## src/rtl/input_vc_arbiter.sv

```systemverilog
// Per-input-port VC arbiter: strict priority across levels, round-robin within a level,
// holding the winner from cts until last. Optional REQ timeout under `INPUT_ARB_TIMEOUT_EN`.
module input_vc_arbiter #(
  parameter int vc_num         = 3,
  parameter int prio_num       = 2,
  parameter int output_num     = 8,
  parameter int timeout_cycles = 64,
  parameter int logVcPrio      = $clog2(prio_num*vc_num),
  parameter int logOutput      = $clog2(output_num),
  parameter int ptr_w          = (vc_num > 1) ? $clog2(vc_num) : 1,
  parameter int prio_w         = (prio_num > 1) ? $clog2(prio_num) : 1
) (
  input  logic                                           clk,
  input  logic                                           resetn,
  input  logic [vc_num*prio_num-1:0]                     has_packet,
  input  logic [vc_num*prio_num-1:0][logOutput-1:0]      dest_i,
  input  logic [vc_num*prio_num-1:0][logVcPrio-1:0]      output_vc_i,
  input  logic                                           cts,
  input  logic                                           last,
  output logic [logVcPrio-1:0]                           selected_vc,
  output logic                                           o_req,
  output logic [logOutput-1:0]                           o_dest,
  output logic [logVcPrio-1:0]                           o_output_vc,
  output logic [vc_num*prio_num-1:0]                     o_vc_grant,
  output logic                                           o_busy,
  output logic [1:0]                                     o_dbg_state,
  output logic [prio_num*ptr_w-1:0]                      o_dbg_rr_ptr
);

  localparam int N = vc_num * prio_num;

  // Handshake: o_req stays high in REQ until cts is seen; cts is sampled only in REQ and
  // last only in GRANTED. o_vc_grant/o_busy assert the cycle after cts and clear after last.
  typedef enum logic [1:0] {
    ST_IDLE    = 2'd0,
    ST_REQ     = 2'd1,
    ST_GRANTED = 2'd2
  } state_t;

  state_t                        r_state;
  logic [prio_num-1:0][ptr_w-1:0] r_rr_ptr;
  logic [prio_w-1:0]             r_sel_p;
  logic [ptr_w-1:0]              r_sel_v;

  logic                          w_any;
  logic [prio_w-1:0]             w_win_p;
  logic [ptr_w-1:0]              w_win_v;
  logic [logVcPrio-1:0]          w_win;
  logic                          w_lvl_hit;
  logic [ptr_w-1:0]              w_lvl_v;
  logic [logVcPrio-1:0]          w_bit;
  logic [ptr_w-1:0]              w_next_v;

`ifdef INPUT_ARB_TIMEOUT_EN
  localparam int cnt_w = $clog2(timeout_cycles + 1);
  logic [cnt_w-1:0]              r_to_cnt;
`endif

  // Later (higher) levels overwrite earlier ones; within a level, smaller offsets from the
  // pointer overwrite larger ones, so the first set VC at or after rr_ptr wins.
  always_comb begin
    int idx;
    idx       = 0;
    w_any     = 1'b0;
    w_win_p   = '0;
    w_win_v   = '0;
    w_lvl_hit = 1'b0;
    w_lvl_v   = '0;
    w_bit     = '0;
    for (int p = 0; p < prio_num; p++) begin
      w_lvl_hit = 1'b0;
      w_lvl_v   = '0;
      for (int k = vc_num - 1; k >= 0; k--) begin
        idx = int'(r_rr_ptr[p]) + k;
        if (idx >= vc_num) idx = idx - vc_num;
        w_bit = logVcPrio'(p * vc_num + idx);
        if (has_packet[w_bit]) begin
          w_lvl_hit = 1'b1;
          w_lvl_v   = ptr_w'(idx);
        end
      end
      if (w_lvl_hit) begin
        w_any   = 1'b1;
        w_win_p = prio_w'(p);
        w_win_v = w_lvl_v;
      end
    end
  end

  assign w_win    = logVcPrio'(int'(w_win_p) * vc_num + int'(w_win_v));
  assign w_next_v = (r_sel_v == ptr_w'(vc_num - 1)) ? '0 : r_sel_v + 1'b1;

  always_ff @(posedge clk) begin
    if (!resetn) begin
      r_state     <= ST_IDLE;
      r_rr_ptr    <= '0;
      r_sel_p     <= '0;
      r_sel_v     <= '0;
      selected_vc <= '0;
      o_req       <= 1'b0;
      o_dest      <= '0;
      o_output_vc <= '0;
      o_vc_grant  <= '0;
      o_busy      <= 1'b0;
`ifdef INPUT_ARB_TIMEOUT_EN
      r_to_cnt    <= '0;
`endif
    end else begin
      case (r_state)
        ST_IDLE: begin
          if (w_any) begin
            selected_vc <= w_win;
            r_sel_p     <= w_win_p;
            r_sel_v     <= w_win_v;
            o_dest      <= dest_i[w_win];
            o_output_vc <= output_vc_i[w_win];
            o_req       <= 1'b1;
            r_state     <= ST_REQ;
`ifdef INPUT_ARB_TIMEOUT_EN
            r_to_cnt    <= '0;
`endif
          end
        end
        ST_REQ: begin
          if (cts) begin
            o_req      <= 1'b0;
            o_busy     <= 1'b1;
            o_vc_grant <= N'(1) << selected_vc;
            r_state    <= ST_GRANTED;
          end else if (!has_packet[selected_vc]) begin
            // Withdrawn head-of-line packet: re-arbitrate without charging the level.
            o_req   <= 1'b0;
            r_state <= ST_IDLE;
          end
`ifdef INPUT_ARB_TIMEOUT_EN
          else if (r_to_cnt == cnt_w'(timeout_cycles - 1)) begin
            // Blocked destination: give up and advance the pointer so the level keeps moving.
            o_req              <= 1'b0;
            r_rr_ptr[r_sel_p]  <= w_next_v;
            r_state            <= ST_IDLE;
          end else begin
            r_to_cnt <= r_to_cnt + 1'b1;
          end
`endif
        end
        ST_GRANTED: begin
          if (last) begin
            o_busy            <= 1'b0;
            o_vc_grant        <= '0;
            r_rr_ptr[r_sel_p] <= w_next_v;
            r_state           <= ST_IDLE;
          end
        end
        default: r_state <= ST_IDLE;
      endcase
    end
  end

  assign o_dbg_state  = r_state;
  assign o_dbg_rr_ptr = r_rr_ptr;

endmodule

```

## config.mk

```make
export PLATFORM = sky130hd
export DESIGN_NAME = input_vc_arbiter
export DESIGN_NICKNAME = d
export VERILOG_FILES = /design/src/rtl/input_vc_arbiter.sv
export SDC_FILE = /design/constraint.sdc
export NUM_CORES = 1
export LEC_CHECK = 0
export ABC_CLOCK_PERIOD_IN_PS = 4800
export CAP_MARGIN = 20
export CELL_PAD_IN_SITES_DETAIL_PLACEMENT = 1
export CELL_PAD_IN_SITES_GLOBAL_PLACEMENT = 1
export CORE_MARGIN = 1.5
export CORE_UTILIZATION = 34
export DETAILED_ROUTE_END_ITERATION = 16
export GPL_TIMING_DRIVEN = 0
export PLACE_DENSITY = 0.78
export SETUP_SLACK_MARGIN = 0.2
export SYNTH_ARGS = -nofsm -noshare
export SYNTH_HDL_FRONTEND = slang
export SYNTH_SLANG_ARGS = --single-unit
export TNS_END_PERCENT = 10
```

## constraint.sdc

```tcl
create_clock -name clk -period 4.8 [get_ports clk]
set_input_delay 0.72 -clock clk [delete_from_list [all_inputs] [get_ports clk]]
set_output_delay 0.72 -clock clk [all_outputs]
set_load 0.1 [all_outputs]
```

==> impl_metrics.ini, run 1 <==
[finish]
num_antenna_cells = 0
area_growth_pct = 40.0
fin_nets = 373
design_area_mm2 = 0.00296
drive_gt1_frac = 0.121
fill_cells = 710
register_area_um2 = 520
multi_input_area_mm2 = 0.00143
fin_util = 0.497

[pwr]
ir_drop_v = 0.000190
powerDensity_mw_per_mm2 = 267
p_leak_nw = 1.17

[logic_synthesis]
yosys.cell_types.count = 53
synth.most_common_cell = nor2_1
ys.flop_type = dfxtp_1
syn_area_per_cell_um2 = 8.70
ys_ff_latch = 26
synth.yosys.seq_area_share = 0.246
yosysTopAreaCell = dfxtp_1
synth_edf_count = 0
post-synth-top-area-fraction = 0.246
syn_area_mm2 = 0.00211
synth_area_leaders = dfxtp_1, mux2i_1, ha_1
syn_inst = 243
synth_common_cells = nor2_1, dfxtp_1, mux2i_1, nand2_1, a21oi_1
synth_nets = 300
yosys_warnings = 0
async_reset_ff_frac = 0

[setup_path]
cp_common_cell = a31oi_1
critical_path_required_ns = 5.00
worst_setup_path_end_kind = flop
critPathMaxStageDelay_ns = 0.57
reg2reg_slack_ns = 0.79
startpoint = has_packet[0]
regToRegStartpoint = o_dbg_rr_ptr[0]
crit_chain = clkdlybuf4s50_1 > mux4_2 > mux2_2 > or4_1 > a41oi_1 > a31o_2 > fa_1 > nor2b_1 > clkbuf_2 > nand2_1 > nor2_1 > a31oi_1 > a31oi_1
timing.rr.end = o_output_vc[1]
critPathLaunchType = input port
critPathArrivalTime_ns = 4.37
cp_slowest_cell = clkdlybuf4s50_1
critical_path_class = input port to flop
cp_max_fo = 10
reg2reg_depth = 15

[min_path]
holdPathEnd = o_vc_grant[1]
min_path_cells = 2
hold_path.class = flop to flop
hold_start = o_vc_grant[1]

[grt]
antenna_found_initial = 0
grt_use_total = 0.184
grt_max_degree = 16
overflow = 0
grt_pass1_vias = 2080
grt_first_pass_wirelength_um = 9690

[route]
dr.first_iter.drc_count = 31
num_vias = 2080
vias_per_cell = 5.33
drt_first_pass_iters = 4
wl_per_cell_um = 15.6
routed_wl_um = 6070
antenna_left = 0
drc = 0

[flow_run]
drv_cap = 0

[timing]
rsz0062_at_grt = no
min_period_ns = 4.16
skew_ns = 0.00366
maxSlewViolCount = 0
final-setup-viol-count = 0
fin_crit_sh = 0.867
hold_viol_final = 0
relSlewSlack = 0.332
tightest_slew_ns = 0.999
tns_ns = 0
max_freq_mhz = 240

[clock_network]
hold_buffers = 0
tritoncts = done
h-tree-depth = 1
path_clk_slew_ns = 0.09
post_cts_resize_count = 0
cts_made_buffers = 3
cts.path.max_buffers = 2
clock_sinks = 26
post_cts_buffers = 0
cts_root_buf = clkbuf_8
insertion_delay_ns = 0.27

[placement]
place.gp.congestion = 0.807
placed_cell_area_mm2 = 0.00289
io_buffer_count = 68
hpwl_um = 4710

[die]
dieArea_mm2 = 0.00670
die_x_um = 81.9
start_util = 0.355
core_area_mm2 = 0.00596
dieHeight_um = 81.9
std_cell_rows = 28
boundaryPins = 69

[outcome]
status = finished, final reports clean
worst max-delay path: cells and delay by family:
family	cells	cell delay, ns
adders and majority gates	1	0.54
AOI/OAI and AO/OA	4	0.65
and+or+nand+nor	4	0.82
buffers and inverters	2	0.81
muxes	2	0.81
flip-flops by register name, indices dropped and copies added (netlist names):
| signal | cells |
|---|---|
| selected_vc | 3 |
| o_busy | 1 |
| o_dbg_rr_ptr | 4 |
| r_sel_v | 2 |
| o_dest | 3 |
| o_output_vc | 3 |
| o_req | 1 |
| o_dbg_state | 2 |
| r_sel_p | 1 |
| o_vc_grant | 6 |
through the flow:
| step | setup WS (ns) | instances | hold slack, ns | power [W] |
|---|---|---|---|---|
| global route | 0.478 | 390 | 0.546 | 0.000829 |
| finish | 0.636 | 390 | 0.505 | 0.000792 |
| global placement | 0.439 | 386 | 0.485 | 0.000609 |
| floorplan | 0.441 | 243 | 0.470 | 0.000505 |
| detailed placement | 0.404 | 386 | 0.487 | 0.000615 |
| CTS | 0.650 | 390 | 0.514 | 0.000797 |
power breakdown:
| part | internal [W] | leakage (nW) | total (W) | switching [W] |
|---|---|---|---|---|
| Sequential | 0.000235 | 0.213 | 0.000253 | 0.0000176 |
| Clock | 0.000112 | 0.0357 | 0.000180 | 0.0000689 |
| Combinational | 0.000132 | 0.922 | 0.000358 | 0.000226 |
| Total | 0.000479 | 1.17 | 0.000792 | 0.000312 |
cell type report:
class	count	share of cell area
well taps	75	0.0317
flip-flops and latches	26	0.176
inverters	12	0.0152
clock buffers	3	0.0139
plain buffers	15	0.0389
clock inverters	1	0.0101
multi-input cells	190	0.484
repair buffers	68	0.230
layer usage:
metal | global-route usage | vias up | part of all wire | routed length [µm]
met5 | 0 | - | 0 | 0
met3 | 0.0278 | 7 | 0.042 | 256
li1 | - | 1026 | - | -
met2 | 0.338 | 46 | 0.50 | 3010
met4 | 0.0271 | 0 | 0.0089 | 54
met1 | 0.229 | 1001 | 0.45 | 2750
worst max-delay path by stage:
stage / to / cells past startpoint / slack [ns]
4_1_cts: o_dest[1] / 13 / 0.65
5_1_grt: o_dest[1] / 13 / 0.48
6_report: o_output_vc[1] / 13 / 0.64
3_3_place_gp: o_output_vc[1] / 13 / 0.44
3_5_place_dp: o_output_vc[1] / 13 / 0.40
2_1_floorplan: o_dest[0] / 15 / 0.44
layout by cell type (no fill, tap or decap), types with 8 or more instances in the layout:
master	count
dfxtp_1	26
clkdlybuf4s50_1	68
a21oi_1	15
ha_1	10
a31oi_1	11
nand2_1	17
inv_1	12
o21ai_0	8
mux2i_1	17
nor2_1	32
cell families after synthesis:
group | Yosys count | synth area share
AO/OA/AOI/OAI | 59 | 0.189
XOR/XNOR | 1 | 0.00414
adder cells (fa/ha/maj) | 11 | 0.0686
buffers and inverters | 27 | 0.0757
flip-flops | 26 | 0.246
multiplexers | 37 | 0.226
AND/OR/NAND/NOR | 82 | 0.191
Note: power is estimated with default switching activity, not from simulation.
==> run 2: changes to the inputs <==
--- a/config.mk
+++ b/config.mk
@@ -11,6 +11,7 @@
 export CELL_PAD_IN_SITES_GLOBAL_PLACEMENT = 1
 export CORE_MARGIN = 1.5
 export CORE_UTILIZATION = 34
+export CTS_CLUSTER_DIAMETER = 100
 export DETAILED_ROUTE_END_ITERATION = 16
 export GPL_TIMING_DRIVEN = 0
 export PLACE_DENSITY = 0.78
==> results of run 2 <==
Same layout as run 1: the final DEF is identical, and so are final timing and power.
==> run 3: changes to the inputs <==
--- a/config.mk
+++ b/config.mk
@@ -13,7 +13,6 @@
 export CORE_UTILIZATION = 34
 export CTS_CLUSTER_DIAMETER = 100
 export DETAILED_ROUTE_END_ITERATION = 16
-export GPL_TIMING_DRIVEN = 0
 export PLACE_DENSITY = 0.78
 export SETUP_SLACK_MARGIN = 0.2
 export SYNTH_ARGS = -nofsm -noshare
==> impl_metrics.ini, run 3 (synthesis gave the netlist of run 1 again) <==
[pwr]
swShare = 0.413
seqPwrFrac = 0.347
power_frac_clock = 0.193
net-switching-power_w = 0.000305
combPwrFrac = 0.460
powerDensity_mw_per_mm2 = 260
ir_drop_v = 0.000166
internal-power_w = 0.000435
p_leak_nw = 1.12

[grt]
grt_use_total = 0.176
antenna_found_initial = 0
grt_max_degree = 25
grt_pass1_vias = 1979
grt_first_pass_wirelength_um = 9170
overflow = 0

[finish]
final_cell_mix = clkdlybuf4s50_1, nor2_1, dfxtp_1
drive_gt1_frac = 0.0990
num_antenna_cells = 0
area_growth_pct = 34.9
mostFrequentLayoutCell = clkdlybuf4s50_1
regMostFlops = o_vc_grant
largest_register_ffs = 6
fin_nets = 361
fill_cells = 719

[setup_path]
critPathArrivalTime_ns = 4.29
reg2reg_slack_ns = 0.85
cp_max_fo = 11
startpoint = has_packet[3]
worst_setup_path_end_kind = flop
critPathLaunchType = input port
critical_path_class = input port to flop
critical_path_required_ns = 5.00
regToRegStartpoint = o_dbg_rr_ptr[0]

[placement]
dp_slack_ns = 0.424
hpwl_um = 4390
io_buffer_count = 68
place.gp.congestion = 0.819

[flow_run]
drv_cap = 0

[min_path]
hold_start = o_busy
hold_path.class = flop to flop

[timing]
rsz0062_at_grt = no
fin_crit_sh = 0.853
final-setup-viol-count = 0
min_period_ns = 4.10
skew_ns = 0.00274
maxSlewViolCount = 0
relSlewSlack = 0.337
tightest_slew_ns = 0.991
timing.final.ws_setup_ns = 0.704
max_freq_mhz = 244
hold_viol_final = 0
tns_ns = 0

[route]
dr.first_iter.drc_count = 59
wl_per_cell_um = 14.7
drc = 0
routed_wl_um = 5570
antenna_left = 0
vias_per_cell = 5.24
drt_first_pass_iters = 4
num_vias = 1980

[die]
core_area_mm2 = 0.00596
die_x_um = 81.9
start_util = 0.355
std_cell_rows = 28
boundaryPins = 69
dieHeight_um = 81.9
dieArea_mm2 = 0.00670

[clock_network]
path_clk_slew_ns = 0.09
clock_sinks = 26
cts_made_buffers = 3
insertion_delay_ns = 0.27
hold_buffers = 0
post_cts_resize_count = 0
post_cts_buffers = 0
cts.path.max_buffers = 2
h-tree-depth = 1
cts_root_buf = clkbuf_8
tritoncts = done

[outcome]
status = finished, final reports clean
-- run 3: path summary, 6_finish.rpt --
check                   endpoint  cells past startpoint
setup reg to reg  o_output_vc[0]                     14
hold / removal            o_busy                      2
hold reg to reg           o_busy                      2
setup / recovery  o_output_vc[0]                     13
-- run 3: critical path, cell delays in order --
cell and delay, ns:
clkdlybuf4s50_1 0.57, mux4_2 0.52, mux2_2 0.29, or4_1 0.50
a41oi_1 0.23, a31o_2 0.21, fa_1 0.52, nor2b_1 0.15
buf_4 0.18, nand2_1 0.06, nor2_1 0.09, a31oi_1 0.05
a31oi_1 0.19
-- run 3: power groups by stage --
stage          combinational [W]  sequential, W  clock, W
3_5_place_dp            0.000342       0.000262         0
4_1_cts                 0.000343       0.000257  0.000150
6_report                0.000340       0.000257  0.000143
3_3_place_gp            0.000337       0.000262         0
5_1_grt                 0.000362       0.000260  0.000156
2_1_floorplan           0.000131       0.000374         0
-- run 3: per-stage QoR --
stage	power (W)	instances	hold slack, ns	util	cell area (µm²)
final	0.000740	378	0.498	0.479	2850
after global routing	0.000778	378	0.537	0.479	2850
after CTS	0.000750	378	0.502	0.479	2850
after detailed placement	0.000604	374	0.482	0.470	2800
after global placement	0.000599	374	0.473	0.470	2800
after floorplan	0.000505	243	0.470	-	2110
-- run 3: final cells by class --
cell class | instances | area (µm²) | share of cell area
inverter | 12 | 45.0 | 0.0158
multi-input combinational | 190 | 1430 | 0.503
timing repair buffer | 71 | 703 | 0.247
clock buffer | 4 | 55.1 | 0.0193
tap | 75 | 93.8 | 0.0329
sequential | 26 | 520 | 0.183
-- run 3: routing by layer --
| metal | track usage | share of wire | up-vias |
|---|---|---|---|
| met5 | 0 | 0 | - |
| met4 | 0.0559 | 0.013 | 0 |
| met3 | 0.0278 | 0.048 | 6 |
| met2 | 0.297 | 0.48 | 47 |
| met1 | 0.229 | 0.46 | 926 |
| li1 | - | - | 1001 |
